**src/rtl/dec_scan_pkg.sv**
```systemverilog
// dec_scan_pkg: shared definitions for the dec_scan one-hot decoder.
//   - MODE_DIRECT / MODE_SCAN : values of the dec_scan mode input
//   - state_t                 : FSM state encoding (BLANK is reached only when
//                               DEC_SCAN_BLANK_GAP_EN is defined)
//   - onehot(sel, en)         : full-width (2^MAX_SEL_W) one-hot decode with
//                               enable; callers truncate to their output width
package dec_scan_pkg;

  localparam logic MODE_DIRECT = 1'b0;
  localparam logic MODE_SCAN   = 1'b1;

  // Largest supported select width; the decode helper is sized for it.
  localparam int MAX_SEL_W = 5;
  localparam int MAX_OUT_W = 1 << MAX_SEL_W;

  typedef enum logic [1:0] {
    IDLE   = 2'd0,
    DIRECT = 2'd1,
    SCAN   = 2'd2,
    BLANK  = 2'd3
  } state_t;

  function automatic logic [MAX_OUT_W-1:0] onehot(input logic [MAX_SEL_W-1:0] sel,
                                                  input logic                 en);
    logic [MAX_OUT_W-1:0] v;
    v = '0;
    if (en) v[sel] = 1'b1;
    return v;
  endfunction

endpackage

```
**src/rtl/dec_scan_if.sv**
```systemverilog
// dec_scan_if: select handshake between a controller and dec_scan.
//   sel_valid : controller offers sel
//   sel       : requested output index
//   sel_ready : decoder accepts sel this cycle
// Modports: master (controller side), slave (decoder side).
interface dec_scan_if #(
  parameter int SEL_W = 2
);

  logic             sel_valid;
  logic [SEL_W-1:0] sel;
  logic             sel_ready;

  modport master (output sel_valid, output sel, input  sel_ready);
  modport slave  (input  sel_valid, input  sel, output sel_ready);

endinterface

```
**src/rtl/dec_scan_onehot.sv**
```systemverilog
// dec_onehot: combinational SEL_W-to-2^SEL_W one-hot decoder with enable.
//   sel : index to decode
//   en  : 0 forces all outputs low
//   y   : one-hot result (active high)
module dec_onehot
  import dec_scan_pkg::*;
#(
  parameter int SEL_W = 2
) (
  input  logic [SEL_W-1:0]        sel,
  input  logic                    en,
  output logic [(1<<SEL_W)-1:0]   y
);

  localparam int OUT_W = 1 << SEL_W;

  // Decode at the package's maximum width, then keep the low OUT_W bits;
  // sel < 2^SEL_W guarantees the hot bit lands inside the kept slice.
  assign y = OUT_W'(onehot(MAX_SEL_W'(sel), en));

endmodule

```
**src/rtl/dec_scan.sv**
```systemverilog
// dec_scan: registered N-to-2^N one-hot decoder with enable and two modes.
//   direct (mode=0): sel is taken over the sel_valid/sel_ready handshake and
//                    decoded onto y one cycle after the transfer.
//   scan   (mode=1): an internal index steps through all outputs, each held
//                    for DWELL cycles; wrap pulses when the index returns to 0.
// Ports:
//   clk, rst_n : rising-edge clock, asynchronous active-low reset
//   en         : global enable (0 -> all outputs inactive, IDLE)
//   mode       : MODE_DIRECT / MODE_SCAN
//   sel_if     : dec_scan_if.slave (sel_valid, sel, sel_ready)
//   y          : registered one-hot (one-cold when ACTIVE_LOW=1) output
//   idx        : index currently driven
//   wrap       : one-cycle pulse on scan wrap from 2^SEL_W-1 to 0
// Optional feature macro: DEC_SCAN_BLANK_GAP_EN inserts one all-inactive
// BLANK cycle at every scan advance (anti-ghosting for multiplexed displays).
module dec_scan
  import dec_scan_pkg::*;
#(
  parameter int SEL_W      = 2,
  parameter int DWELL      = 4,
  parameter bit ACTIVE_LOW = 1'b0
) (
  input  logic                  clk,
  input  logic                  rst_n,
  input  logic                  en,
  input  logic                  mode,
  dec_scan_if.slave             sel_if,
  output logic [(1<<SEL_W)-1:0] y,
  output logic [SEL_W-1:0]      idx,
  output logic                  wrap
);

  localparam int                OUT_W      = 1 << SEL_W;
  localparam int                DW_W       = (DWELL > 1) ? $clog2(DWELL) : 1;
  localparam logic [DW_W-1:0]   DWELL_LAST = DW_W'(DWELL - 1);
  localparam logic [OUT_W-1:0]  Y_OFF      = ACTIVE_LOW ? '1 : '0;

  state_t           state_reg, state_next;
  logic [SEL_W-1:0] idx_reg, idx_next;
  logic [DW_W-1:0]  dwell_reg, dwell_next;
  logic [OUT_W-1:0] y_reg, y_next, hot_next;
  logic             wrap_reg, wrap_next;
  logic             drive_next;

  // Ready follows the current inputs so that a mode change and sel_valid
  // arriving together are judged by the new mode.
  assign sel_if.sel_ready = en && (mode == MODE_DIRECT);

  always_comb begin
    state_next = state_reg;
    idx_next   = idx_reg;
    dwell_next = dwell_reg;
    wrap_next  = 1'b0;
    drive_next = 1'b0;

    if (!en) begin
      // Outputs go inactive; idx and the dwell counter keep their values.
      state_next = IDLE;
    end else if (mode == MODE_DIRECT) begin
      state_next = DIRECT;
      drive_next = 1'b1;
      // Leaving DIRECT for SCAN must start a fresh dwell from the current idx.
      dwell_next = '0;
      if (sel_if.sel_valid && sel_if.sel_ready) idx_next = sel_if.sel;
    end else begin
      state_next = SCAN;
      drive_next = 1'b1;
      if (state_reg == IDLE || state_reg == BLANK) begin
        // y is (re)driven on this edge, so the dwell starts here at 0.
        dwell_next = '0;
      end else if (dwell_reg == DWELL_LAST) begin
        dwell_next = '0;
        idx_next   = idx_reg + 1'b1;
        wrap_next  = (idx_reg == '1);
`ifdef DEC_SCAN_BLANK_GAP_EN
        // One dark cycle with the new idx already visible; the new output
        // lights on the following edge.
        state_next = BLANK;
        drive_next = 1'b0;
`endif
      end else begin
        dwell_next = dwell_reg + 1'b1;
      end
    end
  end

  dec_onehot #(
    .SEL_W (SEL_W)
  ) u_dec (
    .sel (idx_next),
    .en  (drive_next),
    .y   (hot_next)
  );

  // Polarity is applied only here, right before the output register.
  assign y_next = ACTIVE_LOW ? ~hot_next : hot_next;

  always_ff @(posedge clk or negedge rst_n) begin
    if (!rst_n) begin
      state_reg <= IDLE;
      idx_reg   <= '0;
      dwell_reg <= '0;
      y_reg     <= Y_OFF;
      wrap_reg  <= 1'b0;
    end else begin
      state_reg <= state_next;
      idx_reg   <= idx_next;
      dwell_reg <= dwell_next;
      y_reg     <= y_next;
      wrap_reg  <= wrap_next;
    end
  end

  assign y    = y_reg;
  assign idx  = idx_reg;
  assign wrap = wrap_reg;

endmodule

```
**src/flat_wrapper.sv**
```systemverilog
// flat-port wrapper written by rule: the top's interface ports become plain ports
module dec_scan_flat import dec_scan_pkg::*;
#(
  parameter int SEL_W      = 2,
  parameter int DWELL      = 4,
  parameter bit ACTIVE_LOW = 1'b0
)
  (clk, rst_n, en, mode, y, idx, wrap, sel_if_sel_valid, sel_if_sel, sel_if_sel_ready);
  dec_scan_if #(.SEL_W(SEL_W)) sel_if_i ();
  input  logic clk;
  input  logic rst_n;
  input  logic en;
  input  logic mode;
  output logic [(1<<SEL_W)-1:0] y;
  output logic [SEL_W-1:0] idx;
  output logic wrap;
  input wire logic [$bits(sel_if_i.sel_valid)-1:0] sel_if_sel_valid;
  input wire logic [$bits(sel_if_i.sel)-1:0] sel_if_sel;
  output wire logic [$bits(sel_if_i.sel_ready)-1:0] sel_if_sel_ready;
  assign sel_if_i.sel_valid = sel_if_sel_valid;
  assign sel_if_i.sel = sel_if_sel;
  assign sel_if_sel_ready = sel_if_i.sel_ready;
  dec_scan #(.SEL_W(SEL_W), .DWELL(DWELL), .ACTIVE_LOW(ACTIVE_LOW)) u_core (.clk(clk), .rst_n(rst_n), .en(en), .mode(mode), .sel_if(sel_if_i), .y(y), .idx(idx), .wrap(wrap));
endmodule
```
**config.mk**
```make
export PLATFORM = sky130hd
export DESIGN_NAME = dec_scan_flat
export DESIGN_NICKNAME = d
export VERILOG_FILES = /design/src/rtl/dec_scan_pkg.sv /design/src/rtl/dec_scan_if.sv /design/src/rtl/dec_scan_onehot.sv /design/src/rtl/dec_scan.sv /design/src/flat_wrapper.sv
export SDC_FILE = /design/constraint.sdc
export NUM_CORES = 1
export LEC_CHECK = 0
export BUFFER_PORTS_ARGS = -buffer_cell sky130_fd_sc_hd__buf_4
export CAP_MARGIN = 0
export CELL_PAD_IN_SITES_DETAIL_PLACEMENT = 1
export CELL_PAD_IN_SITES_GLOBAL_PLACEMENT = 1
export CORE_UTILIZATION = 35
export CTS_CLUSTER_SIZE = 25
export DETAILED_ROUTE_END_ITERATION = 10
export GPL_TIMING_DRIVEN = 0
export HOLD_SLACK_MARGIN = 0.06
export PLACE_DENSITY_LB_ADDON = 0.1
export SYNTH_ARGS = -nofsm -noshare
export SYNTH_HDL_FRONTEND = slang
export SYNTH_SLANG_ARGS = --single-unit
```
**constraint.sdc**
```tcl
create_clock -name clk -period 1.3 [get_ports clk]
set_input_delay 0.13 -clock clk [delete_from_list [all_inputs] [get_ports clk]]
set_output_delay 0.13 -clock clk [all_outputs]
set_load 0.01 [all_outputs]
```
Yosys cells after proc, flatten, opt, wreduce, memory -nomap -nowiden --
Cells that the tools add are included.
Storage, ports and cells: register bits after elaboration 11, bits of input ports 7, word-level logic and storage cells 36, output and inout bits 8
Operators by class: bitwise gates (word level) 1, add/sub/neg operators 2, equality and inequality tests 3, magnitude comparators 2, reduce and logical (&&, ||, !) cells 5, multiplexer cells 18
Operators with widths (number):
- 2-to-1 mux 2 bit | 10
- equality test 2 bit (second input constant) | 3
- less-than comparator 2 x 6 -> 1 bit (second input constant) | 1
- 2-to-1 mux 1 bit | 6
- adder 2 x 1 -> 2 bit (second input constant) | 2
- 2-to-1 mux 4 bit | 1
- logical AND 1 bit | 3
- demux 1 bit (select 2 bit) | 1
- >= comparator 2 x 1 -> 1 bit (second input constant) | 1
- zero test 2 bit | 1
- logical OR 1 bit | 1
- inverter 1 bit | 1

Logic depth before layout (Yosys ltp) --
depth after elaboration 11, depth in mapped cells 7, depth with buffers taken out 6

Hierarchy --
A second synthesis with hierarchy kept.
Unflattened totals: cell total of the unflattened synthesis 46, area, all modules 530.5 sq um
Modules (own cells, without submodules):
- dec_scan | area each 493.0 sq um, seq. area each 275.3 sq um, instances 1, cells an instance 42
- dec_onehot | area each 37.5 sq um, seq. area each 0.0 sq um, instances 1, cells an instance 4

Worst setup path after synthesis --
Ideal clock, no wire load.
path kind reg-to-reg, from reg u_core.idx_reg[0] (netlist: u_core.idx[0]), to reg u_core.y_reg[2] (netlist: u_core.y[2]), buffers on the path 0, data required time 1189 ps, cell stages (with the launch flop) 5, slack -120 ps, arrival 1308 ps, period minus slack after synthesis 1420 ps, setup time 111 ps, cells stage by stage dfrtp_1 > mux2_4 > o22ai_4 > a21oi_2 > a2111oi_2
On the way: cells in the longest elaborated chain, start to end 10, elaborated cells between the ends (all ways) 12, those cells by class add/sub (1); order compare (2); mux (8); reduce/logical (1)
RTL lines:
- from (decl) | line dec_scan.sv:39 | logic [SEL_W-1:0] idx_reg, idx_next;
- from (signal assigned) | line dec_scan.sv:107 | idx_reg <= idx_next;
- adder 2 x 1 -> 2 bit | line dec_scan.sv:73 | idx_next = idx_reg + 1'b1;
- 2-to-1 mux 2 bit | line dec_scan.sv:71 | end else if (dwell_reg == DWELL_LAST) begin
- 2-to-1 mux 2 bit | line dec_scan.sv:68 | if (state_reg == IDLE || state_reg == BLANK) begin
- 2-to-1 mux 2 bit | line dec_scan.sv:59 | end else if (mode == MODE_DIRECT) begin
- 2-to-1 mux 2 bit * | line dec_scan.sv:56 | if (!en) begin
- less-than comparator 2 x 6 -> 1 bit (implied by the code) / >= comparator 2 x 1 -> 1 bit (equally long branches) | line dec_scan_pkg.sv:27 | if (en) v[sel] = 1'b1;
- logical AND 1 bit (implied by the code) | line dec_scan_pkg.sv:27
- 2-to-1 mux 1 bit (implied by the code) | line dec_scan_pkg.sv:27
- demux 1 bit (select 2 bit) * | line dec_scan_pkg.sv:27
- 2-to-1 mux 4 bit * | line dec_scan_pkg.sv:27
- named net u_core.hot_next[2] | line dec_scan.sv:41 | logic [OUT_W-1:0] y_reg, y_next, hot_next;
- to (signal assigned) | line dec_scan.sv:109 | y_reg <= y_next;
- to (decl) | line dec_scan.sv:41
The timed path passes the listed nets; every way through them passes the cells marked *. A chain may end at the register's enable or synchronous reset.

Final worst setup path --
from reg u_core.state_reg[0], to reg u_core.y_reg[0] (netlist: u_core.y[0])
On the way: cells in the longest elaborated chain, start to end 10, elaborated cells between the ends (all ways) 12, those cells by class order compare (2); eq/ne (1); mux (6); reduce/logical (3)
RTL lines:
- from (decl) | line dec_scan.sv:38 | state_t state_reg, state_next;
- from (signal assigned) | line dec_scan.sv:106 | state_reg <= state_next;
- equality test 2 bit / zero test 2 bit (equally long branches) | line dec_scan.sv:68
- logical OR 1 bit * | line dec_scan.sv:68
- 2-to-1 mux 2 bit * | line dec_scan.sv:68
- 2-to-1 mux 2 bit * | line dec_scan.sv:59
- 2-to-1 mux 2 bit * | line dec_scan.sv:56
- less-than comparator 2 x 6 -> 1 bit (implied by the code) / >= comparator 2 x 1 -> 1 bit (equally long branches) | line dec_scan_pkg.sv:27
- logical AND 1 bit (implied by the code) | line dec_scan_pkg.sv:27
- 2-to-1 mux 1 bit (implied by the code) | line dec_scan_pkg.sv:27
- demux 1 bit (select 2 bit) * | line dec_scan_pkg.sv:27
- 2-to-1 mux 4 bit * | line dec_scan_pkg.sv:27
- named net u_core.hot_next[0] | line dec_scan.sv:41
Marks and branches as above.

==> impl_results.md <==
* Buffer and inverter count on the worst path at 0
* Warning count from the yosys run at 0
* LEAKAGE at 0.398 nW
* Area of all sequential standard cells at 282 um2
* HPWL after DPL at approximately 1.0 mm
* Simple-gate share of the synthesized area at between 10% and 20%
* Share of Yosys cell area claimed by the top area cell type at 44.0%
* Worst setup path category: reg2reg
* Register-to-register setup slack at -0.16 ns
* Clock buffers created by TritonCTS at 3
* Die span in x at 44.3 um
* Routed via count at between 500 and 600
* Overflow left after global routing at 0
* Placer Congestion at 0.778
* Routed wirelength normalized by instance count at 16.6 um
* Critical hold path startpoint: mode
* Level count of the clock H-tree at 1
* Number of port buffers at 12
* Top-Level Pins at 15
* Combinational family with the most area after synthesis: compound AO/OA/AOI/OAI gates
* Root buffer cell: sky130_fd_sc_hd__clkbuf_4
* Die Outline Area at ~2000 um2
* Detail Route Antenna Nets at 0
* Highest fanout seen on the critical path at 6
* Adder-Cell Fraction of Synth Area at 6.00%
* Final hold violation count at 0
* Count of unresolved DRC violations after routing at 0
* Cell type of the slowest stage on the worst timing path: sky130_fd_sc_hd__dfrtp_2
* Post-synthesis share of cell area spent on xor and xnor gates at 5.40%
* Max clock buf depth at 2
* Number of antenna violations at the first check in global routing at 0
* Min-Delay Path Depth at 2
* Nature of the critical path startpoint: register
* Final #Nets at ~90
* Smallest hold slack at a little over 0.1 ns
* End of the worst hold path: u_core.idx[0]
* Final worst-path cycle share at 112%
* Worst slew margin relative to its limit at roughly 77%
* Area of the core at 1590 um2
* Run status: finished, violations left
* Worst reg-to-reg path cell count at 4
* Share of the yosys chip area belonging to registers at 44.0%
* Ordered list of cells on the worst path: xor2_4 -> nand2_2 -> xor2_1 -> a32o_1
* Dominant register cell in the synthesized netlist: sky130_fd_sc_hd__dfrtp_1
* Largest net degree at the start of global routing at 12
* Global-route wire length before repair at 2.68 mm
* Failing checks: negative setup slack
* Worst Hold Class: in2reg
* # setup viols final at 6
* Crit path largest cell delay at roughly 0.47 ns
* Antenna fix cells at 0
* Top area cells in the synthesized netlist: sky130_fd_sc_hd__dfrtp_1 (44%), sky130_fd_sc_hd__ha_1 (6.0%), sky130_fd_sc_hd__a2111oi_2 (4.8%)
* Clock tree from TritonCTS: yes
* Cell family with most CP delay: flip-flops
* Unique cell type count in the Yosys netlist at 31
* Number of flip-flops in the largest register at 4
* Total Wirelength at approximately 1.7 mm
* Height of the chip at 44.3 um
* Power per unit of standard cell area at 1070 nW/um2
* Fraction of layout cells with a size suffix above 1 at 59.0%
* Multi-input gate area at approximately 390 um2
* Required time of the critical path at 1.46 ns
* Mean area per synthesized cell at approximately 11 um2
* Cell area after synthesis at approximately 630 um2
* Highest achievable clock rate at slightly below 700 MHz
* Vias in the first global route at 549
* Slew at the pin with the worst max-slew slack at around 0.35 ns
* Number of sinks handled by clock tree synthesis at 11
* FF-to-FF End: u_core.y[0]
* Area Overhead vs Synth at 45.4%
* Filler Cells Inserted at 178
* Post-route core utilization at between 50% and 60%
* Number of enable flip-flop cells after synthesis at 0
* Maximum clock skew at final layout at 0.0131 ns
* Final period demand of the worst path at ~1.5 ns
* Max-cap check violation count at 0
* Worst-case vdd ir drop at around 0.00056 V
* RSZ-0062 raised after global routing: true
* Clock latency on the worst-skew pair at 0.29 ns
* Cell accounting for the most synthesized area: sky130_fd_sc_hd__dfrtp_1
* Synthesized net count at 66
* GRT Overall Usage at 20.2%
* Register bit count reported by yosys at 11
* DR vias/cell at 5.25
* Synth async-reset ratio at 100%
* Clock-pin transition on the worst setup and hold timing paths at 0.08 ns
* Post-synthesis compound-gate area fraction at 23.6%
* Count leader, synth: sky130_fd_sc_hd__dfrtp_1
* Proportion of synthesized area in mux cells at 4.00%
* Initial standard-cell utilization of the core at 39.2%
* Total chip power at 970 uW
* R2r startpoint: u_core.state_reg[0]
* Number of placement rows at 14
* Pins over their slew limit at 0
* Worst-case setup margin in the final layout at -0.156 ns
* TNS Setup at -0.700 ns
* Setup crit end kind: register
* Number of iterations in the first detailed-routing pass at 4
* First DRT Iteration DRCs at 8
* Arrival time at the worst endpoint at 1.62 ns
* Number of instances in the synthesized netlist at 56
[layer usage]
layer | global-route usage [%] | vias to the layer above | wire (um)
li1 | - | 247 | -
met1 | 23.2 | 259 | 711
met2 | 34.4 | 23 | 799
met3 | 6.12 | 7 | 104
met4 | 9.09 | 0 | 74
met5 | 0 | - | 0
[timing repair]
| action | in CTS | in global routing |
|---|---|---|
| resized for setup | 7 | 9 |
| setup buffers | 3 | 2 |
| endpoints found under the setup margin | 5 | 6 |
| hold buffers | 1 | 0 |
| hold endpoints to repair | 11 | 0 |
| gates cloned | 0 | 0 |
| pin swaps | 8 | 7 |
[area by class of cell]
| class | instances | share of cell area, % |
|---|---|---|
| sequential | 11 | 30.9 |
| tap | 24 | 3.30 |
| clock buffer | 4 | 2.89 |
| timing repair buffer | 18 | 15.5 |
| buffer | 2 | 1.79 |
| inverter | 6 | 2.75 |
| multi-input combinational | 37 | 42.8 |
[per-stage QoR]
step / setup WS (ns) / std cells / instance area (um2)
2_1_floorplan: -0.0732 / 56 / 639
3_3_place_gp: -0.136 / 92 / 759
3_5_place_dp: -0.182 / 92 / 759
4_1_cts: -0.137 / 100 / 855
5_1_grt: -0.226 / 102 / 910
6_report: -0.156 / 102 / 910
[cells in the final DEF (no fill, tap or decap), types with 2 or more instances in the layout]
master                     instances
sky130_fd_sc_hd__inv_1             3
sky130_fd_sc_hd__o21ai_2           2
sky130_fd_sc_hd__dfrtp_2           5
sky130_fd_sc_hd__nand2_1           2
sky130_fd_sc_hd__buf_4            16
sky130_fd_sc_hd__ha_4              2
sky130_fd_sc_hd__nor2_1            3
sky130_fd_sc_hd__dfrtp_1           6
sky130_fd_sc_hd__clkbuf_4          3
sky130_fd_sc_hd__inv_2             2
sky130_fd_sc_hd__a21oi_2           2
sky130_fd_sc_hd__buf_6             2
sky130_fd_sc_hd__a32o_1            2
[worst reg2reg max path, stage by stage (launching register included)]
cell and delay [ns]:
sky130_fd_sc_hd__dfrtp_2 0.47, sky130_fd_sc_hd__xor2_4 0.31, sky130_fd_sc_hd__nand2_2 0.13, sky130_fd_sc_hd__xor2_1 0.16, sky130_fd_sc_hd__a32o_1 0.26
[worst max path at each step]
stage,startpoint,to,slack (ns),depth (start not counted)
final,u_core.state_reg[0],u_core.y[0],-0.16,4
after global routing,u_core.state_reg[0],u_core.y[0],-0.23,4
after CTS,u_core.idx[0],u_core.y[2],-0.14,4
after detailed placement,u_core.idx[0],u_core.y[2],-0.18,5
after global placement,u_core.idx[0],u_core.y[2],-0.14,5
after floorplan,u_core.idx[0],u_core.y[2],-0.07,5
[power breakdown]
part           switching, mW  internal [mW]
registers             0.0368          0.376
logic                  0.162          0.149
clock network          0.128          0.119
[cells by family after synthesis]
family                     Yosys count
and+or+nand+nor                     12
xor gates and xnor gates             3
muxes                                2
adders and majority gates            3
buffers and inverters                8
AOI/OAI and AO/OA                   17
DFF                                 11
No activity file was read; power rests on OpenSTA's default activity.
